<file path="config.mk">
export PLATFORM = sky130hd
export DESIGN_NAME = game_flow_ctrl_flat
export DESIGN_NICKNAME = d
export VERILOG_FILES = /design/src/rtl/game_pkg.sv /design/src/rtl/game_flow_ctrl_if.sv /design/src/rtl/game_flow_ctrl_turn_timer.sv /design/src/rtl/game_flow_ctrl.sv /design/src/flat_wrapper.sv
export SDC_FILE = /design/constraint.sdc
export NUM_CORES = 1
export LEC_CHECK = 0
export CAP_MARGIN = 20
export CORE_MARGIN = 10
export CORE_UTILIZATION = 35
export CTS_CLUSTER_SIZE = 25
export DETAILED_ROUTE_END_ITERATION = 6
export GPL_ROUTABILITY_DRIVEN = 0
export HOLD_SLACK_MARGIN = 0.08
export SLEW_MARGIN = 20
export SYNTH_ARGS = -nofsm -noshare
export SYNTH_HDL_FRONTEND = slang
export SYNTH_SLANG_ARGS = --single-unit
</file>
<file path="constraint.sdc">
create_clock -name clk -period 4.5 [get_ports clk]
set_clock_uncertainty 0.15 [all_clocks]
set_input_delay 0.45 -clock clk [delete_from_list [all_inputs] [get_ports clk]]
set_output_delay 0.45 -clock clk [all_outputs]
set_load 0.005 [all_outputs]
</file>
<file path="src/rtl/game_pkg.sv">
// Shared definitions for the two-player game flow controller: state encodings
// that match the LED decode, datapath widths and a turn-handover helper.
package game_pkg;

    localparam int TIME_W  = 6;
    localparam int SCORE_W = 4;

    localparam logic [1:0] QI      = 2'b00;
    localparam logic [1:0] QGAME_1 = 2'b01;
    localparam logic [1:0] QGAME_2 = 2'b10;
    localparam logic [1:0] QDONE   = 2'b11;

    // Hands the turn to the other player; anything unexpected goes back to player 1.
    function automatic logic [1:0] other_player(input logic [1:0] cur_state);
        logic [1:0] nxt;
        case (cur_state)
            QGAME_1: nxt = QGAME_2;
            QGAME_2: nxt = QGAME_1;
            default: nxt = QGAME_1;
        endcase
        return nxt;
    endfunction

endpackage

</file>
<file path="src/rtl/game_flow_ctrl_if.sv">
// Board-side bundle of the game flow controller: switch/button/datapath events
// in, game state, scores and datapath control out.
interface game_flow_ctrl_if;
    import game_pkg::*;

    logic                 start;
    logic                 restart;
    logic                 tick;
    logic                 win_evt;
    logic                 hit_evt;
    logic [1:0]           state;
    logic [SCORE_W-1:0]   p1_score;
    logic [SCORE_W-1:0]   p2_score;
    logic [TIME_W-1:0]    time_left;
    logic                 level_reset;
    logic                 freeze;
    logic                 winner;

    modport master (
        output start, restart, tick, win_evt, hit_evt,
        input  state, p1_score, p2_score, time_left, level_reset, freeze, winner
    );

    modport slave (
        input  start, restart, tick, win_evt, hit_evt,
        output state, p1_score, p2_score, time_left, level_reset, freeze, winner
    );

endinterface

</file>
<file path="src/rtl/game_flow_ctrl_turn_timer.sv">
// Per-turn countdown: reloads to TURN_TICKS on load, otherwise subtracts one per
// tick plus a penalty per hit, saturating at zero.
module turn_timer
    import game_pkg::*;
#(
    parameter int TURN_TICKS  = 30,
    parameter int HIT_PENALTY = 5
) (
    input  logic              clk,
    input  logic              reset_n,
    input  logic              load,
    input  logic              tick,
    input  logic              hit,
    output logic [TIME_W-1:0] time_left,
    output logic              expired
);

    logic [TIME_W-1:0] time_left_r;
    logic [TIME_W:0]   cur_s;
    logic [TIME_W:0]   dec_s;
    logic [TIME_W:0]   diff_s;

    // Saturating subtract one bit wider than the counter so a large penalty never wraps.
    always_comb begin
        cur_s = {1'b0, time_left_r};
        dec_s = {{TIME_W{1'b0}}, tick} + (hit ? (TIME_W+1)'(HIT_PENALTY) : {(TIME_W+1){1'b0}});
        if (dec_s > cur_s) begin
            diff_s = {(TIME_W+1){1'b0}};
        end else begin
            diff_s = cur_s - dec_s;
        end
    end

    // Countdown register; reload wins over any decrement in the same cycle.
    always_ff @(posedge clk) begin
        if (!reset_n) begin
            time_left_r <= TIME_W'(TURN_TICKS);
        end else if (load) begin
            time_left_r <= TIME_W'(TURN_TICKS);
        end else if (tick || hit) begin
            time_left_r <= diff_s[TIME_W-1:0];
        end else begin
            time_left_r <= time_left_r;
        end
    end

    assign time_left = time_left_r;
    assign expired   = (time_left_r == {TIME_W{1'b0}});

endmodule

</file>
<file path="src/rtl/game_flow_ctrl.sv">
// Two-player turn sequencer: owns game state, scores and the turn countdown, and
// drives the datapath reload pulse and freeze level.
module game_flow_ctrl
    import game_pkg::*;
#(
    parameter int WIN_SCORE   = 10,
    parameter int TURN_TICKS  = 30,
    parameter int HIT_PENALTY = 5
) (
    input  logic             clk,
    input  logic             reset_n,
    game_flow_ctrl_if.slave  bus
);

    logic [1:0]         state_r;
    logic [SCORE_W-1:0] p1_score_r;
    logic [SCORE_W-1:0] p2_score_r;
    logic               winner_r;
    logic               freeze_r;
    logic               level_reset_r;
    logic               start_d_r;

    logic [1:0]         state_n_s;
    logic [SCORE_W-1:0] p1_score_n_s;
    logic [SCORE_W-1:0] p2_score_n_s;
    logic               winner_n_s;
    logic               freeze_n_s;
    logic               reload_s;
    logic               load_s;
    logic               tmr_tick_s;
    logic               tmr_hit_s;
    logic               active_s;
    logic               start_rise_s;
    logic [SCORE_W-1:0] score_inc_s;
    logic [TIME_W-1:0]  time_left_s;
    logic               expired_s;

    assign start_rise_s = bus.start & ~start_d_r;
    assign active_s     = state_r[1];
    assign score_inc_s  = (active_s ? p2_score_r : p1_score_r) + {{(SCORE_W-1){1'b0}}, 1'b1};

    turn_timer #(
        .TURN_TICKS  (TURN_TICKS),
        .HIT_PENALTY (HIT_PENALTY)
    ) u_turn_timer (
        .clk       (clk),
        .reset_n   (reset_n),
        .load      (load_s),
        .tick      (tmr_tick_s),
        .hit       (tmr_hit_s),
        .time_left (time_left_s),
        .expired   (expired_s)
    );

    // Next-state logic; inside a turn the order restart > win > timeout > countdown decides.
    always_comb begin
        state_n_s    = state_r;
        p1_score_n_s = p1_score_r;
        p2_score_n_s = p2_score_r;
        winner_n_s   = winner_r;
        freeze_n_s   = freeze_r;
        reload_s     = 1'b0;
        load_s       = 1'b0;
        tmr_tick_s   = 1'b0;
        tmr_hit_s    = 1'b0;
        case (state_r)
            QI: begin
                p1_score_n_s = {SCORE_W{1'b0}};
                p2_score_n_s = {SCORE_W{1'b0}};
                if (start_rise_s) begin
                    state_n_s  = QGAME_1;
                    freeze_n_s = 1'b0;
                    load_s     = 1'b1;
                    reload_s   = 1'b1;
                end else begin
                    state_n_s  = QI;
                    freeze_n_s = 1'b1;
                end
            end
            QGAME_1, QGAME_2: begin
                if (bus.restart) begin
                    state_n_s    = QI;
                    p1_score_n_s = {SCORE_W{1'b0}};
                    p2_score_n_s = {SCORE_W{1'b0}};
                    freeze_n_s   = 1'b1;
                    load_s       = 1'b1;
                end else if (bus.win_evt) begin
                    if (active_s) begin
                        p2_score_n_s = score_inc_s;
                    end else begin
                        p1_score_n_s = score_inc_s;
                    end
                    if (score_inc_s == SCORE_W'(WIN_SCORE)) begin
                        state_n_s  = QDONE;
                        winner_n_s = active_s;
                        freeze_n_s = 1'b1;
                    end else begin
                        state_n_s = other_player(state_r);
                        load_s    = 1'b1;
                        reload_s  = 1'b1;
                    end
                end else if (bus.tick && expired_s) begin
                    state_n_s = other_player(state_r);
                    load_s    = 1'b1;
                    reload_s  = 1'b1;
                end else begin
                    tmr_tick_s = bus.tick;
                    tmr_hit_s  = bus.hit_evt;
                end
            end
            QDONE: begin
                if (bus.restart) begin
                    state_n_s    = QI;
                    p1_score_n_s = {SCORE_W{1'b0}};
                    p2_score_n_s = {SCORE_W{1'b0}};
                    freeze_n_s   = 1'b1;
                    load_s       = 1'b1;
                end else if (start_rise_s) begin
                    state_n_s    = QGAME_1;
                    p1_score_n_s = {SCORE_W{1'b0}};
                    p2_score_n_s = {SCORE_W{1'b0}};
                    freeze_n_s   = 1'b0;
                    load_s       = 1'b1;
                    reload_s     = 1'b1;
                end else begin
                    state_n_s  = QDONE;
                    freeze_n_s = 1'b1;
                end
            end
            default: begin
                state_n_s  = QI;
                freeze_n_s = 1'b1;
                load_s     = 1'b1;
            end
        endcase
    end

    // State, score and control registers; a reload request right after a pulse is
    // absorbed so the datapath never sees back-to-back reloads.
    always_ff @(posedge clk) begin
        if (!reset_n) begin
            state_r       <= QI;
            p1_score_r    <= {SCORE_W{1'b0}};
            p2_score_r    <= {SCORE_W{1'b0}};
            winner_r      <= 1'b0;
            freeze_r      <= 1'b1;
            level_reset_r <= 1'b0;
            start_d_r     <= bus.start;
        end else begin
            state_r       <= state_n_s;
            p1_score_r    <= p1_score_n_s;
            p2_score_r    <= p2_score_n_s;
            winner_r      <= winner_n_s;
            freeze_r      <= freeze_n_s;
            level_reset_r <= reload_s & ~level_reset_r;
            start_d_r     <= bus.start;
        end
    end

    assign bus.state       = state_r;
    assign bus.p1_score    = p1_score_r;
    assign bus.p2_score    = p2_score_r;
    assign bus.time_left   = time_left_s;
    assign bus.level_reset = level_reset_r;
    assign bus.freeze      = freeze_r;
    assign bus.winner      = winner_r;

endmodule

</file>
<file path="src/flat_wrapper.sv">
// flat-port wrapper written by rule: the top's interface ports become plain ports
module game_flow_ctrl_flat import game_pkg::*;
#(
    parameter int WIN_SCORE   = 10,
    parameter int TURN_TICKS  = 30,
    parameter int HIT_PENALTY = 5
)
  (clk, reset_n, bus_start, bus_restart, bus_tick, bus_win_evt, bus_hit_evt, bus_state, bus_p1_score, bus_p2_score, bus_time_left, bus_level_reset, bus_freeze, bus_winner);
  game_flow_ctrl_if bus_i ();
  input  logic clk;
  input  logic reset_n;
  input wire logic [$bits(bus_i.start)-1:0] bus_start;
  input wire logic [$bits(bus_i.restart)-1:0] bus_restart;
  input wire logic [$bits(bus_i.tick)-1:0] bus_tick;
  input wire logic [$bits(bus_i.win_evt)-1:0] bus_win_evt;
  input wire logic [$bits(bus_i.hit_evt)-1:0] bus_hit_evt;
  output wire logic [$bits(bus_i.state)-1:0] bus_state;
  output wire logic [$bits(bus_i.p1_score)-1:0] bus_p1_score;
  output wire logic [$bits(bus_i.p2_score)-1:0] bus_p2_score;
  output wire logic [$bits(bus_i.time_left)-1:0] bus_time_left;
  output wire logic [$bits(bus_i.level_reset)-1:0] bus_level_reset;
  output wire logic [$bits(bus_i.freeze)-1:0] bus_freeze;
  output wire logic [$bits(bus_i.winner)-1:0] bus_winner;
  assign bus_i.start = bus_start;
  assign bus_i.restart = bus_restart;
  assign bus_i.tick = bus_tick;
  assign bus_i.win_evt = bus_win_evt;
  assign bus_i.hit_evt = bus_hit_evt;
  assign bus_state = bus_i.state;
  assign bus_p1_score = bus_i.p1_score;
  assign bus_p2_score = bus_i.p2_score;
  assign bus_time_left = bus_i.time_left;
  assign bus_level_reset = bus_i.level_reset;
  assign bus_freeze = bus_i.freeze;
  assign bus_winner = bus_i.winner;
  game_flow_ctrl #(.WIN_SCORE(WIN_SCORE), .TURN_TICKS(TURN_TICKS), .HIT_PENALTY(HIT_PENALTY)) u_core (.clk(clk), .reset_n(reset_n), .bus(bus_i));
endmodule
</file>
==> results.cfg, run 1 <==
[clocking]
post_cts_resized = 0
clkLatencyLatePin_ps = 260
root_buffer = clkbuf_8
htreeDepth = 1
post_cts_buffers = 0
postCtsHoldBufs = 0
clk_path_buf_depth = 2
cts_tree = yes
cts.sinks = 20
cts_buffers = 3
clkTransAtPathRegs_ps = 70

[layout]
fin_nets = 209
layout_common_cells = 25 x clkdlybuf4s50_1, 20 x nor2_1, 20 x dfxtp_1
syn2layout_area_growth_pct = 25.1
final_core_util = 0.463
drive_above_1_share = 0.0806
diodes = 0
layout_commonest_cell = clkdlybuf4s50_1

[sta]
tightest_slew_ps = 595
rsz0062_at_grt = false
min_period_ps = 3540
slew_headroom = 0.603
fin_ws_ps = 962
slew_violations = 0
final-hold-violation-count = 0
fin_crit_sh = 0.786
setup_tns_ps = 0
setup_viol = 0
fmax_ghz = 0.283

[synthesis]
synth_area_leaders = dfxtp_1 29%, ha_1 13%, mux2i_1 7.9%
synthArstFlopShare = 0
syn_nets = 184
yosysTopAreaCellShare = 0.287
yosysUniqueCellTypes = 45
yosys_warnings = 0
ys_seq_area_frac = 0.287
yosys.area.top_type = dfxtp_1
syn_area_sq_um = 1400
synth-edff-count = 0
ys_seq_elements = 20
avgSynthCellArea_sq_um = 8.62
synth_ff_type = dfxtp_1
postSynthCellCount = 162

[floorplanning]
fp.dieH_microns = 83.2
die_width_microns = 83.2
die_area_sq_um = 6920
initial_core_util = 0.370
core_sq_um = 3770
rows = 22
ioPinCount = 26

[pwr]
vdd_ir_drop_max_v = 0.000145
leakagePower_nw = 0.692
power_density_nw_per_um2 = 244

[routing]
firstDrtPassIters = 4
drc_errors = 0
vias = 1200
routed_wirelength_microns = 3320
wl_per_cell_microns = 14.2
drt-initial-drc-count = 71
postRouteAntennaNets = 0
vias_per_cell = 5.13

[worst_setup_path]
critPathMaxFanout = 8
critPathLaunchType = input port
crit_path_top_delay_cell = clkdlybuf4s50_1
cp.required_ps = 4480
crit_type = in2reg
critPathCaptureType = flip-flop
path_delay_family = simple AND/OR/NAND/NOR gates
r2r_start = u_core.bus.state[0]$_SDFFE_PN0P_
worst-path-buf-inv = 2
cpPeakStageDelay_ps = 530
path_cells = clkdlybuf4s50_1 -> nand2b_1 -> nor2_1 -> and2_1 -> nand2_1 -> ha_1 -> ha_1 -> inv_1 -> fa_1 -> a2111oi_0 -> nand2b_1 -> o211ai_1
crit_start = bus_restart
crit_arrival_ps = 3520

[global_route]
grt_first_pass_wirelength_microns = 5440
track_usage = 0.0927
grt_max_degree = 13
grt_pass1_vias = 1158
grt_antenna_before_repair = 0
grt_overflow = 0

[hold_path]
min_path_type = reg2reg
hold_start = u_core.bus.level_reset$_SDFF_PN0_

[run]
max-cap-violations = 0

[run_status]
status = complete, no violations

[placement]
dp_slack_ps = 719
detailed_place_hpwl_microns = 2620
portBuffers = 25
==> kinds of logic after synthesis <==
group	share of synthesized area
xor+xnor	0.0305
mux	0.0968
fa+ha+maj	0.140
flops	0.287
compound gates	0.184
simple gates	0.194
buf+inv	0.0681
==> cell type report <==
class / count / area, sq um
timing repair buffer: 26 / 258
clock inverter: 1 / 30.0
tap: 48 / 60.1
sequential: 20 / 400
inverter: 15 / 56.3
multi-input combinational: 121 / 901
clock buffer: 3 / 41.3
fill: 340 / 2020
==> per-layer routing <==
layer	global-route usage	vias to the layer above	wire length, microns
met5	0	-	0
met4	0.0369	0	48
met3	0.0273	5	155
met2	0.157	17	1630
met1	0.105	566	1490
li1	-	612	-
==> through the flow <==
step / cell area (sq um) / std cells / power, mW / hold slack (ps)
final: 1750 / 234 / 0.426 / 295
after global routing: 1750 / 234 / 0.444 / 324
after CTS: 1750 / 234 / 0.432 / 305
after detailed placement: 1680 / 230 / 0.249 / 293
after global placement: 1680 / 230 / 0.249 / 277
after floorplan: 1400 / 162 / 0.225 / 282
==> cells in the mapped netlist, types with 2 or more instances <==
master / number
a2111oi_2: 2
buf_6: 2
nand2_1: 14
o211ai_1: 3
inv_1: 15
nand2b_1: 3
ha_1: 14
a21oi_1: 6
nor2_1: 20
a21o_1: 3
xor2_1: 2
nor3_1: 2
clkbuf_1: 3
a22oi_1: 3
dfxtp_1: 20
nand3_1: 7
mux2i_1: 11
nor2b_1: 5
==> power by group <==
part | switching, mW | total (mW) | internal [mW] | leakage [nW]
Combinational | 0.0315 | 0.0599 | 0.0284 | 0.494
Clock | 0.0627 | 0.181 | 0.119 | 0.0357
Sequential | 0.00381 | 0.185 | 0.181 | 0.162
==> state kept, by name (all words and copies together), names as in the netlist <==
name / cells
u_core.u_turn_timer.time_left: 6
u_core.start_d_r: 1
u_core.bus.freeze: 1
u_core.bus.winner: 1
u_core.bus.state: 2
u_core.bus.p2_score: 4
u_core.bus.p1_score: 4
u_core.bus.level_reset: 1
==> worst reg2reg max path, stage by stage, from the launching register on <==
cell       delay (ps)
dfxtp_1           390
inv_1             100
ha_1              350
nand2b_1          150
nor2_1            150
and2_1            280
nand2_1           140
ha_1              320
ha_1              160
inv_1              50
fa_1              400
a2111oi_0         510
nand2b_1          170
o211ai_1           80
==> worst paths after layout <==
kind | end | slack [ps] | cells after the start
setup / recovery | u_core.u_turn_timer.time_left[4]$_SDFFE_PP1P_ | 960 | 12
hold reg to reg | u_core.bus.level_reset$_SDFF_PN0_ | 290 | 1
setup reg to reg | u_core.u_turn_timer.time_left[4]$_SDFFE_PP1P_ | 980 | 13
hold / removal | u_core.bus.level_reset$_SDFF_PN0_ | 290 | 1
Power figures use the tool's default switching activity.
==> inputs of run 2 (changes only) <==
- clock period: 4.5 -> 3.4 ns (I/O delays scaled with it)
==> run 2 against run 1 <==
Effect of this change:
- cell count grew 2.1%
- utilization grew 1.2 points
- hold slack lost 7.6 ps
- global-route usage grew 0.73 points
- clock power grew 36%
- critical path depth grew 1
- first-iteration DRC count shrank 44%
- via count grew 1.3%
- sequential cell count is the same
- register-to-register slack lost 730 ps
- die area is the same
==> results.cfg, run 2 (same netlist as run 1, synthesis figures left out) <==
[floorplanning]
die_width_microns = 83.2
rows = 22
initial_core_util = 0.370
fp.dieH_microns = 83.2
ioPinCount = 26
die_area_sq_um = 6920
core_sq_um = 3770

[hold_path]
min_path_type = reg2reg
hold_start = u_core.bus.level_reset$_SDFF_PN0_
holdPathStages = 1

[layout]
diodes = 0
final_core_util = 0.475
drive_above_1_share = 0.110
layout_common_cells = 25 x clkdlybuf4s50_1, 20 x nor2_1, 20 x dfxtp_1
largest_reg_flops = 6
fin_nets = 214
layout_commonest_cell = clkdlybuf4s50_1
syn2layout_area_growth_pct = 28.2

[routing]
routed_wirelength_microns = 3440
vias_per_cell = 5.09
postRouteAntennaNets = 0
wl_per_cell_microns = 14.4
drt-initial-drc-count = 40
firstDrtPassIters = 4
vias = 1216
drc_errors = 0

[clocking]
clkLatencyLatePin_ps = 260
cts.sinks = 20
clk_path_buf_depth = 2
htreeDepth = 1
postCtsHoldBufs = 0
cts_tree = yes
cts_buffers = 3
clkTransAtPathRegs_ps = 80
root_buffer = clkbuf_8

[worst_setup_path]
crit_arrival_ps = 3140
crit_type = reg2reg
r2r_start = u_core.bus.state[0]$_SDFFE_PN0P_
crit_start = u_core.bus.state[0]$_SDFFE_PN0P_
critPathCaptureType = flip-flop
r2r_cells = 13
critPathLaunchType = flip-flop
critPathMaxFanout = 4
reg2reg_slack_ps = 250
cp.required_ps = 3390

[run_status]
status = complete, no violations

[global_route]
track_usage = 0.100
grt_first_pass_wirelength_microns = 6000
grt_max_degree = 13
grt_antenna_before_repair = 0
grt_overflow = 0
grt_pass1_vias = 1203

[pwr]
p_sw_frac = 0.240
power_mw = 0.576
switchingPower_mw = 0.138
intPower_mw = 0.438
comb_power_share = 0.145
vdd_ir_drop_max_v = 0.000155
leakagePower_nw = 0.715
p_clk_frac = 0.430
p_seq_frac = 0.425
power_density_nw_per_um2 = 322

[sta]
setup_viol = 0
fmax_ghz = 0.318
slew_violations = 0
fin_crit_sh = 0.925
min_period_ps = 3150
tightest_slew_ps = 609
slew_headroom = 0.594
final-hold-violation-count = 0
fin_ws_ps = 253

[run]
max-cap-violations = 0

[placement]
portBuffers = 25
detailed_place_hpwl_microns = 2680
dp_slack_ps = 142
==> run 2: power by group through the flow <==
stage               clock, mW  combinational (mW)  sequential [mW]
global route            0.262              0.0939            0.246
CTS                     0.252              0.0836            0.245
global placement            0              0.0826            0.250
finish                  0.247              0.0835            0.245
floorplan                   0              0.0484            0.250
detailed placement          0              0.0830            0.250
==> run 2: layout make-up <==
type	count	area [sq um]
Timing Repair Buffer	31	295
Sequential cell	20	400
Clock inverter	1	30.0
Clock buffer	3	41.3
Fill cell	345	1980
Tap cell	48	60.1
Inverter	15	56.3
Multi-Input combinational cell	121	907
==> run 2: critical path, cell delays in order, from the launching register on <==
cell and delay [ps]:
dfxtp_1 400, inv_1 90, ha_1 340, nand2b_1 90, nor2_1 130, and2_1 160, nand2_1 100, ha_1 320
ha_1 170, inv_1 50, fa_1 420, a2111oi_2 370, nand2b_1 150, o211ai_1 80
==> run 2: per-layer routing <==
metal,part of all wire,track usage
met1,0.46,0.117
met2,0.50,0.175
met3,0.036,0.0244
met4,0.011,0.0277
met5,0,0
==> run 2: final timing paths <==
check	endpoint
min	u_core.bus.level_reset$_SDFF_PN0_
min reg2reg	u_core.bus.level_reset$_SDFF_PN0_
max	u_core.u_turn_timer.time_left[4]$_SDFFE_PP1P_
max reg2reg	u_core.u_turn_timer.time_left[4]$_SDFFE_PP1P_
==> run 2: repair_timing <==
item                       CTS  global route
setup buffers                0             1
gates resized for setup      0             2
setup endpoints to repair    0             4
==> run 2: through the flow <==
stage	TNS [ps]	cells	area, sq um	hold WS (ps)
3_5_place_dp	0	234	1710	273
2_1_floorplan	0	162	1400	218
5_1_grt	-9.36	239	1790	301
4_1_cts	0	238	1780	291
6_report	0	239	1790	287
3_3_place_gp	0	234	1710	271
